$ cat src/rtl/lane_retimer.sv
// lane_retimer: LANES-wide retiming pipeline of depth LAT that takes over the lanes from an
// analog bypass via HOLD -> FLUSH -> TRACK. Define LANE_RETIMER_PARITY_EN to add output lane_par.

module lane_retimer #(
    parameter int LANES = 8,
    parameter int LAT   = 2
) (
    input  logic             clk,
    input  logic             rst_n,
    input  logic             ana_byp,
    input  logic [LANES-1:0] lane_inputs,
    input  logic             chg_clr,
    output logic [LANES-1:0] lane_outputs,
    output logic             lane_valid,
    output logic [15:0]      chg_cnt
`ifdef LANE_RETIMER_PARITY_EN
    ,
    output logic             lane_par
`endif
);

    typedef enum logic [1:0] {
        HOLD  = 2'd0,
        FLUSH = 2'd1,
        TRACK = 2'd2
    } state_t;

    localparam logic [1:0] FLUSH_LAST = 2'(LAT - 1);

    function automatic logic parity_f(input logic [LANES-1:0] data);
        parity_f = ^data;
    endfunction

    state_t           state_r;
    state_t           state_next_s;
    logic [1:0]       flush_cnt_r;
    logic [1:0]       flush_cnt_next_s;
    logic [LANES-1:0] pipe_r      [LAT];
    logic [LANES-1:0] pipe_next_s [LAT];
    logic [LANES-1:0] prev_in_r;
    logic [15:0]      chg_cnt_r;
    logic [15:0]      chg_cnt_next_s;
    logic             lane_valid_r;
    logic             advance_s;
    logic             last_flush_s;
    logic             count_s;

    // The pipe only moves while the digital path owns the lanes; ana_byp=0 freezes it at once.
    always_comb begin
        advance_s    = ana_byp && (state_r != HOLD);
        last_flush_s = (state_r == FLUSH) && (flush_cnt_r == FLUSH_LAST);
        count_s      = (state_r == TRACK) && ana_byp && (lane_inputs != prev_in_r);
    end

    // Next-state logic for the HOLD/FLUSH/TRACK handover.
    always_comb begin
        state_next_s     = state_r;
        flush_cnt_next_s = flush_cnt_r;
        case (state_r)
            HOLD: begin
                if (ana_byp) begin
                    state_next_s     = FLUSH;
                    flush_cnt_next_s = 2'd0;
                end else begin
                    state_next_s = HOLD;
                end
            end
            FLUSH: begin
                if (!ana_byp) begin
                    state_next_s = HOLD;
                end else if (last_flush_s) begin
                    state_next_s = TRACK;
                end else begin
                    flush_cnt_next_s = flush_cnt_r + 2'd1;
                end
            end
            TRACK: begin
                if (!ana_byp) begin
                    state_next_s = HOLD;
                end else begin
                    state_next_s = TRACK;
                end
            end
            default: begin
                state_next_s     = HOLD;
                flush_cnt_next_s = 2'd0;
            end
        endcase
    end

    // Pipe next values: FLUSH fills every stage with the live input; the final flush cycle
    // shifts instead so TRACK starts with a true LAT-deep history.
    always_comb begin
        for (int i = 0; i < LAT; i++) begin
            pipe_next_s[i] = pipe_r[i];
        end
        if (advance_s) begin
            pipe_next_s[0] = lane_inputs;
            for (int i = 1; i < LAT; i++) begin
                if ((state_r == FLUSH) && !last_flush_s) begin
                    pipe_next_s[i] = lane_inputs;
                end else begin
                    pipe_next_s[i] = pipe_r[i-1];
                end
            end
        end else begin
            pipe_next_s[0] = pipe_r[0];
        end
    end

    // Change counter: clear wins over increment, saturates at all-ones.
    always_comb begin
        chg_cnt_next_s = chg_cnt_r;
        if (chg_clr) begin
            chg_cnt_next_s = 16'd0;
        end else if (count_s && (chg_cnt_r != 16'hFFFF)) begin
            chg_cnt_next_s = chg_cnt_r + 16'd1;
        end else begin
            chg_cnt_next_s = chg_cnt_r;
        end
    end

    // FSM state and flush counter registers.
    always_ff @(posedge clk or negedge rst_n) begin
        if (!rst_n) begin
            state_r     <= HOLD;
            flush_cnt_r <= 2'd0;
        end else begin
            state_r     <= state_next_s;
            flush_cnt_r <= flush_cnt_next_s;
        end
    end

    // Data pipe, previous-input history, change counter and valid flag.
    always_ff @(posedge clk or negedge rst_n) begin
        if (!rst_n) begin
            for (int i = 0; i < LAT; i++) begin
                pipe_r[i] <= {LANES{1'b0}};
            end
            prev_in_r    <= {LANES{1'b0}};
            chg_cnt_r    <= 16'd0;
            lane_valid_r <= 1'b0;
        end else begin
            for (int i = 0; i < LAT; i++) begin
                pipe_r[i] <= pipe_next_s[i];
            end
            prev_in_r    <= lane_inputs;
            chg_cnt_r    <= chg_cnt_next_s;
            lane_valid_r <= (state_next_s == TRACK);
        end
    end

    assign lane_outputs = pipe_r[LAT-1];
    assign lane_valid   = lane_valid_r;
    assign chg_cnt      = chg_cnt_r;

`ifdef LANE_RETIMER_PARITY_EN
    logic lane_par_r;

    // Parity follows the output stage on the same edge, so it freezes with it in HOLD.
    always_ff @(posedge clk or negedge rst_n) begin
        if (!rst_n) begin
            lane_par_r <= 1'b0;
        end else begin
            lane_par_r <= parity_f(pipe_next_s[LAT-1]);
        end
    end

    assign lane_par = lane_par_r;
`endif

endmodule

$ cat config.mk
export PLATFORM = sky130hd
export DESIGN_NAME = lane_retimer
export DESIGN_NICKNAME = d
export VERILOG_FILES = /design/src/rtl/lane_retimer.sv
export SDC_FILE = /design/constraint.sdc
export NUM_CORES = 1
export LEC_CHECK = 0
export ABC_AREA = 1
export CAP_MARGIN = 15
export CORE_MARGIN = 2
export CORE_UTILIZATION = 40
export DETAILED_ROUTE_END_ITERATION = 8
export GPL_ROUTABILITY_DRIVEN = 0
export PLACE_DENSITY = 0.74
export SETUP_SLACK_MARGIN = 0.4
export SYNTH_ARGS = -nofsm -noshare
export SYNTH_HDL_FRONTEND = slang
export SYNTH_SLANG_ARGS = --single-unit
$ cat constraint.sdc
create_clock -name clk -period 4.24 [get_ports clk]
set_input_delay 1.06 -clock clk [delete_from_list [all_inputs] [get_ports clk]]
set_output_delay 1.06 -clock clk [all_outputs]
set_load 0.02 [all_outputs]
==> key figures, run 1 <==
Placement
  – Placement Cell Area: 2663 µm²
  – Port bufs: 36
  – DPL Wire Length: roughly 3400 µm
  – # placed instances: 395

STA
  – Max-slew violations: 0
  – Worst Max-Slew Pin Slew: 0.9771 ns
  – Minimum clock period: around 2.9 ns
  – Peak Freq: about 0.35 GHz
  – RSZ-0062 raised after global routing: no
  – Tcrit/Tclk final: 0.6811
  – Setup TNS: 0 ns
  – Slew Limit Headroom: 0.3486
  – Setup-failing EPs final: 0
  – Final Hold Viols: 0
  – Clock skew: around 0.0044 ns

Worst setup path
  – Reg2reg end: pipe_r[9]
  – Critical path cell sequence: clkdlybuf4s50_1 -> inv_1 -> a21oi_1 -> inv_1 -> o21ai_0
  – Critical path class: in -> reg
  – CP Launch Type: input port
  – CP Max Fanout: 21
  – Crit end category: flip-flop
  – R2R Setup Slk: about 2.2 ns
  – Slowest stage delay, CP: between 0.6 and 0.7 ns
  – Crit path required time: around 4.5 ns
  – Setup crit start: ana_byp
  – Critical Path AT: slightly above 3 ns
  – Reg-to-Reg Start: state_r[0]
  – Most frequent CP cell: inv_1
  – FF-to-FF path depth: 4
  – CP endpoint: pipe_r[9]
  – Worst path slowest cell: a21oi_1

Clock network
  – Skew-Pair Late Insertion Delay: about 0.30 ns
  – CTS Root Cell: clkbuf_8
  – Post-CTS Setup Bufs: 0
  – H-tree depth: 2
  – Clock input transition at the sequential cells of the worst setup and hold paths: around 0.090 ns
  – CTS max path bufs: 2
  – Cts bufs inserted: 5
  – CTS sink count: 45
  – CTS hold repair buffers: 0
  – CTS tree: done
  – # resized after CTS: 0

Route
  – DR WL/cell: ~12 µm
  – Via/cell ratio: 4.985
  – Residual DRC count: 0
  – WL final: slightly below 5000 µm
  – DR pass1 iterations: 4
  – Vias: around 2000
  – Initial drt markers: around 140
  – Post-DRT Antenna Nets: 0

Global routing
  – Initial antenna violation count: 0
  – Total track usage: 0.1621
  – Vias in the first global route: 1865
  – First-pass GRT wire length: slightly above 8000 µm
  – Pin count of the biggest net entering global routing: 46
  – Global route total overflow: 0

Finish
  – N_diodes: 0
  – Share of layout cells above drive strength 1: 0.04230
  – Commonest cells after routing, fill and taps aside: 94 x nand2_1, 45 x dfrtp_1, 38 x nor2_1
  – P&R area growth vs syn: 20.68%
  – Layout filler cell count: around 540
  – Non-filler cells, final: between 400 and 500
  – Final Instance Area: 2796 µm²
  – Nets: ~340
  – Commonest non-fill, non-tap cell in the layout: nand2_1

Synthesis
  – Syn nets: 316
  – Synth Cell Area: 2317 µm²
  – Cell accounting for the most synthesized area: dfrtp_1
  – Syn Area/Cell: approximately 7.7 µm²
  – Netlist cell types: 24
  – Synthesis-stage register bit count: 45
  – Seq/Total Area, Yosys: 0.4860
  – Share of the synthesized area in the top cell type: 0.4860
  – Syn. warnings: 0
  – Mapped Cells: 302
  – Largest cells by area after synthesis: dfrtp_1 49%, nand2_1 15%, nor2_1 6.2%

Worst hold path
  – Worst Hold Class: reg -> reg
  – HP Start: pipe_r[11]

Floorplanning
  – Cell Rows: 27
  – Die Ht: approximately 80 µm
  – Starting Density: 0.4182
  – Die outline width: 80.11 µm
  – Core ar.: around 5500 µm²
  – Die outline area: around 6400 µm²
  – Num ports: 37

Power
  – Pwr Total: about 1.3 mW
  – P_leak: between 1 and 1.5 nW
  – Pwr/cell area: between 400 and 500 nW/µm²
  – Peak VDD IR: approximately 0.00024 V

Run
  – Max cap viols: 0

Run status
  – Run status: completed
## per-stage QoR
step	util	hold WS, ns	setup slack, ns
after floorplan	-	0.4367	2.306
after global placement	0.4806	0.4493	1.024
after detailed placement	0.4806	0.4614	1.012
after CTS	0.5047	0.4830	1.320
after global routing	0.5047	0.5075	1.171
final	0.5047	0.4801	1.352
## synthesized netlist by cell type
| cell | count |
|---|---|
| a211oi_1 | 1 |
| a21oi_1 | 6 |
| and3_1 | 3 |
| buf_2 | 2 |
| buf_4 | 9 |
| buf_6 | 1 |
| clkbuf_1 | 3 |
| clkinv_1 | 1 |
| dfrtp_1 | 45 |
| ha_1 | 2 |
| inv_1 | 25 |
| nand2_1 | 94 |
| nand2_2 | 2 |
| nand2_4 | 1 |
| nand3_1 | 23 |
| nand3_2 | 1 |
| nand4_1 | 2 |
| nor2_1 | 38 |
| nor2_4 | 1 |
| nor3_1 | 7 |
| o21ai_0 | 26 |
| o32ai_1 | 1 |
| xnor2_1 | 5 |
| xor2_1 | 3 |
## where the power goes
part	switching [mW]	total (mW)	internal, mW
Clock	0.154	0.389	0.234
Combinational	0.217	0.364	0.147
Sequential	0.0583	0.584	0.526
Total	0.430	1.34	0.906
## worst min-delay path by stage
stage / to / slack (ns) / cells past startpoint
3_3_place_gp: pipe_r[14] / 0.45 / 2
4_1_cts: pipe_r[11] / 0.48 / 2
6_report: pipe_r[11] / 0.48 / 2
2_1_floorplan: pipe_r[10] / 0.44 / 2
5_1_grt: pipe_r[11] / 0.51 / 2
3_5_place_dp: pipe_r[11] / 0.46 / 2
## critical path, delay by kind of cell
family,cells,cell delay [ns]
buffers and inverters,3,1.11
AOI/OAI and AO/OA,2,0.92
## layout make-up
cell class	instances	area (µm²)	share of cell area
sequential	45	1126	0.4027
tap	72	90.09	0.03221
multi-input combinational	216	993.5	0.3553
clock inverter	3	65.06	0.02327
timing repair buffer	36	355.3	0.1271
inverter	26	97.59	0.03490
clock buffer	5	68.82	0.02461
## cell families (layout without fill, tap and decap cells)
| kind of cell | Yosys count | after routing | synth area share |
|---|---|---|---|
| XOR/XNOR | 8 | 8 | 0.03024 |
| buffers and inverters | 41 | 70 | 0.08531 |
| flip-flops | 45 | 45 | 0.4860 |
| AO/OA/AOI/OAI | 34 | 34 | 0.07613 |
| adder cells (fa/ha/maj) | 2 | 2 | 0.01080 |
| AND/OR/NAND/NOR | 172 | 172 | 0.3116 |
## state kept, by name (all words and copies together) (netlist names)
name and count:
chg_cnt 16, flush_cnt_r 2, prev_in_r 8, pipe_r 8
lane_outputs 8, lane_valid 1, state_r 2
## metal layers
| metal | wire, µm | part of all wire | track usage | vias up |
|---|---|---|---|---|
| met5 | 0 | 0 | 0 | - |
| met4 | 48 | 0.0098 | 0.04915 | 0 |
| met3 | 286 | 0.058 | 0.03034 | 5 |
| met2 | 2297 | 0.47 | 0.2708 | 62 |
| met1 | 2271 | 0.46 | 0.2134 | 933 |
| li1 | - | - | - | 1009 |
(Power assumes the default switching activity.)
==> run 2, diff against run 1 <==
- clock period: 4.24 -> 3 ns (I/O delays scaled with it)
==> key figures, run 2 (synthesized netlist as in run 1, its figures left out) <==
Worst setup path
  – FF-to-FF path depth: 8 (was 4)
  – CP Max Fanout: 17 (was 21)
  – Critical Path AT: 2.46 ns (was 3.10 ns)
  – Critical path class: in -> reg (unchanged)
  – CP Launch Type: input port (unchanged)
  – Critical path cell sequence: clkdlybuf4s50_1 -> inv_1 -> nor3_1 -> nand3_2 -> nand2_4 -> nand2_1 -> nand2_1 (was clkdlybuf4s50_1 -> inv_1 -> a21oi_1 -> inv_1 -> o21ai_0)
  – Crit path required time: 3.25 ns (was 4.45 ns)
  – Slowest stage delay, CP: 0.50 ns (was 0.62 ns)
  – Worst path slowest cell: clkdlybuf4s50_1 (was a21oi_1)
  – Crit end category: flip-flop (unchanged)
  – Most frequent CP cell: nand2_1 (was inv_1)

Route
  – WL final: 4875 µm (was 4903 µm)
  – DR WL/cell: 12.04 µm (was 12.17 µm)
  – Via/cell ratio: 4.914 (was 4.985)
  – Vias: 1990 (was 2009)
  – Initial drt markers: 137 (was 142)
  – DR pass1 iterations: 4 (unchanged)
  – Post-DRT Antenna Nets: 0 (unchanged)
  – Residual DRC count: 0 (unchanged)

STA
  – Setup TNS: 0 ns (unchanged)
  – Tcrit/Tclk final: 0.7393
  – Max-slew violations: 0 (unchanged)
  – Fin Hold WS: 0.4733 ns (was 0.4801 ns)
  – Slew Limit Headroom: 0.3330 (was 0.3486)
  – RSZ-0062 raised after global routing: no (unchanged)
  – Fin worst setup slack: 0.7821 ns (was 1.352 ns)
  – Setup-failing EPs final: 0 (unchanged)
  – Final Hold Viols: 0 (unchanged)
  – Clock skew: 0.006116 ns (was 0.004351 ns)
  – Peak Freq: 0.4509 GHz
  – Minimum clock period: roughly 2.2 ns
  – Worst Max-Slew Pin Slew: 1.000 ns (was 0.9771 ns)

Global routing
  – Pin count of the biggest net entering global routing: 46 (unchanged)
  – Total track usage: 0.1661 (was 0.1621)
  – Initial antenna violation count: 0 (unchanged)
  – Vias in the first global route: 1851 (was 1865)
  – Global route total overflow: 0 (unchanged)
  – First-pass GRT wire length: 8376 µm (was 8224 µm)

Placement
  – Placement Cell Area: 2678 µm² (was 2663 µm²)
  – # placed instances: 397 (was 395)
  – DPL Wire Length: 3376 µm (was 3367 µm)
  – Port bufs: 36 (unchanged)
  – Place WS: 0.4098 ns (was 1.012 ns)

Floorplanning
  – Starting Density: 0.4182 (unchanged)
  – Core ar.: 5540 µm² (unchanged)
  – Die Ht: 80.11 µm (unchanged)
  – Cell Rows: 27 (unchanged)
  – Num ports: 37 (unchanged)
  – Die outline area: 6418 µm² (unchanged)
  – Die outline width: 80.11 µm (unchanged)

Finish
  – P&R area growth vs syn: 20.57% (was 20.68%)
  – Commonest non-fill, non-tap cell in the layout: nand2_1 (unchanged)
  – Final Instance Area: 2794 µm² (was 2796 µm²)
  – Final core occ: 0.5043 (was 0.5047)
  – Share of layout cells above drive strength 1: 0.04505 (was 0.04230)
  – Non-filler cells, final: 405 (was 403)
  – Max reg flops: 16 (unchanged)
  – Nets: 346 (was 344)
  – N_diodes: 0 (unchanged)
  – Commonest cells after routing, fill and taps aside: 94 x nand2_1, 45 x dfrtp_1, 38 x nor2_1 (unchanged)

Clock network
  – # resized after CTS: 0 (unchanged)
  – H-tree depth: 2 (unchanged)
  – Skew-Pair Late Insertion Delay: 0.30 ns (about the same)
  – CTS sink count: 45 (unchanged)
  – Clock input transition at the sequential cells of the worst setup and hold paths: 0.09 ns (about the same)
  – Cts bufs inserted: 5 (unchanged)
  – CTS Root Cell: clkbuf_8 (unchanged)
  – CTS tree: done (unchanged)
  – CTS hold repair buffers: 0 (unchanged)
  – Post-CTS Setup Bufs: 0 (unchanged)
  – CTS max path bufs: 2 (unchanged)

Power
  – P_leak: 1.296 nW (was 1.295 nW)
  – Pwr Total: 1.823 mW (was 1.336 mW)
  – Peak VDD IR: 0.0003651 V (was 0.0002374 V)
  – Pwr/cell area: 652.3 nW/µm² (was 477.8 nW/µm²)

Run status
  – Run status: completed (unchanged)

Run
  – Max cap viols: 0 (unchanged)

Worst hold path
  – WHS Path Cells: 2 (unchanged)
  – Worst Hold Class: reg -> reg (unchanged)
## run 2: cell types whose count changed in the layout (fill, tap and decap cells not counted)
cell       previous run  this run
clkbuf_8              5         6
bufinv_16             2         1
clkinv_2              1         0
buf_4                 0         2
clkbuf_1              0         1
## run 2: path summary, 6_finish.rpt
path                       startpoint               to  slack [ns]
setup reg to reg           chg_cnt[0]       chg_cnt[8]        1.18
hold reg to reg            pipe_r[10]       pipe_r[10]        0.47
setup / recovery              ana_byp       chg_cnt[8]        0.78
min in group asynchronous       rst_n       chg_cnt[7]        0.61
max in group asynchronous       rst_n  lane_outputs[6]        1.77
hold / removal             pipe_r[10]       pipe_r[10]        0.47
## run 2: where the power goes
group | switching [mW] | internal (mW)
sequential | 0.0785 | 0.743
clock | 0.206 | 0.272
combinational | 0.312 | 0.212
total | 0.596 | 1.23
## run 2: layer usage
layer  track usage  vias up  routed length, µm
li1              -     1012                  -
met4       0.05932        0                 73
met1        0.2186      926               2303
met2        0.2750       45               2286
met5             0        -                  0
met3       0.02921        7                211
## run 2: area by class of cell
class	instances	area [µm²]
repair buffers	38	370.4
well taps	72	90.09
multi-input cells	216	993.5
flip-flops and latches	45	1126
fillers	537	2746
inverters	26	97.59
clock inverters	1	30.03
clock buffers	7	86.33
## run 2: worst max-delay path, delay by kind of cell
family / cells / cell delay [ns]
buffers and inverters: 2 / 0.60
AND/OR/NAND/NOR: 5 / 1.10
==> run 3, diff against run 2 <==
- PLACE_DENSITY: 0.74 -> 0.76
- clock period: 3 -> 1.8 ns (I/O delays scaled with it)
==> key figures, run 3 (synthesized netlist as in run 1, its figures left out) <==
Run status
  – Run status: completed (unchanged)

Worst setup path
  – Worst Path Buf+Inv: 1 (was 2)
  – Slowest stage delay, CP: 0.45 ns (was 0.50 ns)
  – Worst path slowest cell: dfrtp_2 (was clkdlybuf4s50_1)
  – Critical path cell sequence: ha_4 -> nand2_4 -> nor2_4 -> nand4_1 -> nand3_4 -> buf_6 -> nand3_2 -> nand2_2 (was clkdlybuf4s50_1 -> inv_1 -> nor3_1 -> nand3_2 -> nand2_4 -> nand2_1 -> nand2_1)
  – Crit end category: flip-flop (unchanged)
  – FF-to-FF path depth: 8 (unchanged)
  – Critical Path AT: 1.72 ns (was 2.46 ns)
  – Crit path required time: 1.99 ns (was 3.25 ns)
  – Critical path class: reg -> reg (was in -> reg)
  – CP Max Fanout: 5 (was 17)
  – Reg-to-Reg Start: chg_cnt[0] (unchanged)
  – Reg2reg end: chg_cnt[5] (was chg_cnt[8])
  – Cell family with most CP delay: simple AND/OR/NAND/NOR gates (unchanged)
  – CP Launch Type: flip-flop (was input port)
  – R2R Setup Slk: 0.27 ns (was 1.18 ns)

Clock network
  – CTS max path bufs: 2 (unchanged)
  – CTS Root Cell: clkbuf_8 (unchanged)
  – CTS tree: done (unchanged)
  – Cts bufs inserted: 5 (unchanged)
  – H-tree depth: 2 (unchanged)
  – CTS hold repair buffers: 0 (unchanged)
  – CTS sink count: 45 (unchanged)
  – Skew-Pair Late Insertion Delay: 0.30 ns (about the same)
  – Clock input transition at the sequential cells of the worst setup and hold paths: 0.09 ns (about the same)

Route
  – DR WL/cell: 14.00 µm (was 12.04 µm)
  – Via/cell ratio: 5.055 (was 4.914)
  – DR pass1 iterations: 4 (unchanged)
  – WL final: 6340 µm (was 4875 µm)
  – Residual DRC count: 0 (unchanged)
  – Initial drt markers: 133 (was 137)
  – Vias: 2290 (was 1990)
  – Post-DRT Antenna Nets: 0 (unchanged)

Floorplanning
  – Starting Density: 0.4182 (unchanged)
  – Num ports: 37 (unchanged)
  – Die outline width: 80.11 µm (unchanged)
  – Core ar.: 5540 µm² (unchanged)
  – Die outline area: 6418 µm² (unchanged)
  – Cell Rows: 27 (unchanged)
  – Die Ht: 80.11 µm (unchanged)

STA
  – Peak Freq: between 0.6 and 0.7 GHz
  – Clock skew: 0.008247 ns (was 0.006116 ns)
  – Slew Limit Headroom: 0.6176 (was 0.3330)
  – RSZ-0062 raised after global routing: yes (was no)
  – Max-slew violations: 0 (unchanged)
  – Tcrit/Tclk final: 0.8480
  – Minimum clock period: roughly 1.5 ns
  – Final Hold Viols: 0 (unchanged)
  – Setup TNS: 0 ns (unchanged)
  – Setup-failing EPs final: 0 (unchanged)
  – Worst Max-Slew Pin Slew: 0.5736 ns (was 1.000 ns)

Global routing
  – First-pass GRT wire length: 9908 µm (was 8376 µm)
  – Vias in the first global route: 2133 (was 1851)
  – Pin count of the biggest net entering global routing: 25 (was 46)
  – Total track usage: 0.1977 (was 0.1661)
  – Global route total overflow: 0 (unchanged)
  – Initial antenna violation count: 0 (unchanged)

Power
  – P_leak: 1.611 nW (was 1.296 nW)
  – Pwr Total: 3.136 mW (was 1.823 mW)
  – Pwr/cell area: 966.6 nW/µm² (was 652.3 nW/µm²)
  – Peak VDD IR: 0.0004511 V (was 0.0003651 V)

Finish
  – Non-filler cells, final: 453 (was 405)
  – P&R area growth vs syn: 40.01% (was 20.57%)
  – Max reg flops: 16 (unchanged)
  – N_diodes: 0 (unchanged)
  – Share of layout cells above drive strength 1: 0.3465 (was 0.04505)
  – Nets: 394 (was 346)
  – Commonest cells after routing, fill and taps aside: 89 x nand2_1, 46 x buf_4, 36 x dfrtp_1 (was 94 x nand2_1, 45 x dfrtp_1, 38 x nor2_1)
  – Commonest non-fill, non-tap cell in the layout: nand2_1 (unchanged)

Placement
  – DPL Wire Length: 3632 µm (was 3376 µm)
  – Port bufs: 36 (unchanged)
  – # placed instances: 418 (was 397)

Run
  – Max cap viols: 0 (unchanged)

Worst hold path
  – Worst Hold Class: in -> async (was reg -> reg)
[run 3: cell types whose count changed in the layout (fill, tap and decap cells not counted), moves of 5 or more]
cell             delta
nand3_1            -16
nor2_2              +6
buf_2              +22
nand3_2            +15
dlygate4sd2_1       +9
nor2_1              -6
dfrtp_2             +9
nand2_1             -5
clkdlybuf4s50_1    -34
buf_4              +44
dfrtp_1             -9
[run 3: final cells by class]
| type | count | area [µm²] |
|---|---|---|
| clock inverter | 2 | 37.54 |
| sequential | 45 | 1137 |
| clock buffer | 6 | 82.58 |
| tap | 72 | 90.09 |
| inverter | 26 | 97.59 |
| multi-input combinational | 217 | 1170 |
| timing repair buffer | 85 | 629.4 |
| fill | 510 | 2296 |
[run 3: power breakdown]
| part | leakage [nW] | internal [mW] | switching, mW | total, mW |
|---|---|---|---|---|
| clock network | 0.0574 | 0.452 | 0.365 | 0.817 |
| logic | 0.989 | 0.355 | 0.599 | 0.955 |
| registers | 0.565 | 1.24 | 0.124 | 1.36 |
[run 3: through the flow]
step	hold WS (ns)	utilization	instance area, µm²	setup slack (ns)
5_1_grt	0.1627	0.5856	3244	0.1982
2_1_floorplan	0.1544	-	2337	0.3126
3_3_place_gp	0.4491	0.5176	2868	-0.1142
3_5_place_dp	0.4591	0.5176	2868	-0.1476
4_1_cts	0.1392	0.5700	3158	0.3039
6_report	0.1355	0.5856	3244	0.2736
[run 3: worst max-delay path by stage]
stage / startpoint / endpoint / slack, ns / cells past startpoint
2_1_floorplan: chg_cnt[0] / chg_cnt[8] / 0.31 / 9
3_5_place_dp: lane_inputs[4] / chg_cnt[0] / -0.15 / 11
6_report: chg_cnt[0] / chg_cnt[5] / 0.27 / 8
5_1_grt: chg_cnt[7] / chg_cnt[4] / 0.20 / 7
3_3_place_gp: lane_inputs[4] / chg_cnt[3] / -0.11 / 11
4_1_cts: chg_cnt[12] / chg_cnt[12] / 0.30 / 1
[run 3: worst register-to-register path: stages, from the launching register on]
cell	delay, ns
dfrtp_2	0.45
ha_4	0.18
nand2_4	0.08
nor2_4	0.04
nand4_1	0.15
nand3_4	0.19
buf_6	0.19
nand3_2	0.07
nand2_2	0.07
[run 3: routing by layer]
layer  vias up  GRT usage  wire length [µm]
li1       1107          -                 -
met1      1091     0.2491              2627
met2        77     0.3300              3240
met3        15    0.03708               328
met4         0    0.08644               144
met5         -          0                 0
[run 3: what timing repair did]
action,CTS,global route
setup buffers,15,9
pin swaps,25,7
cloned,3,0
setup endpoints to repair,59,30
resized for setup,139,23
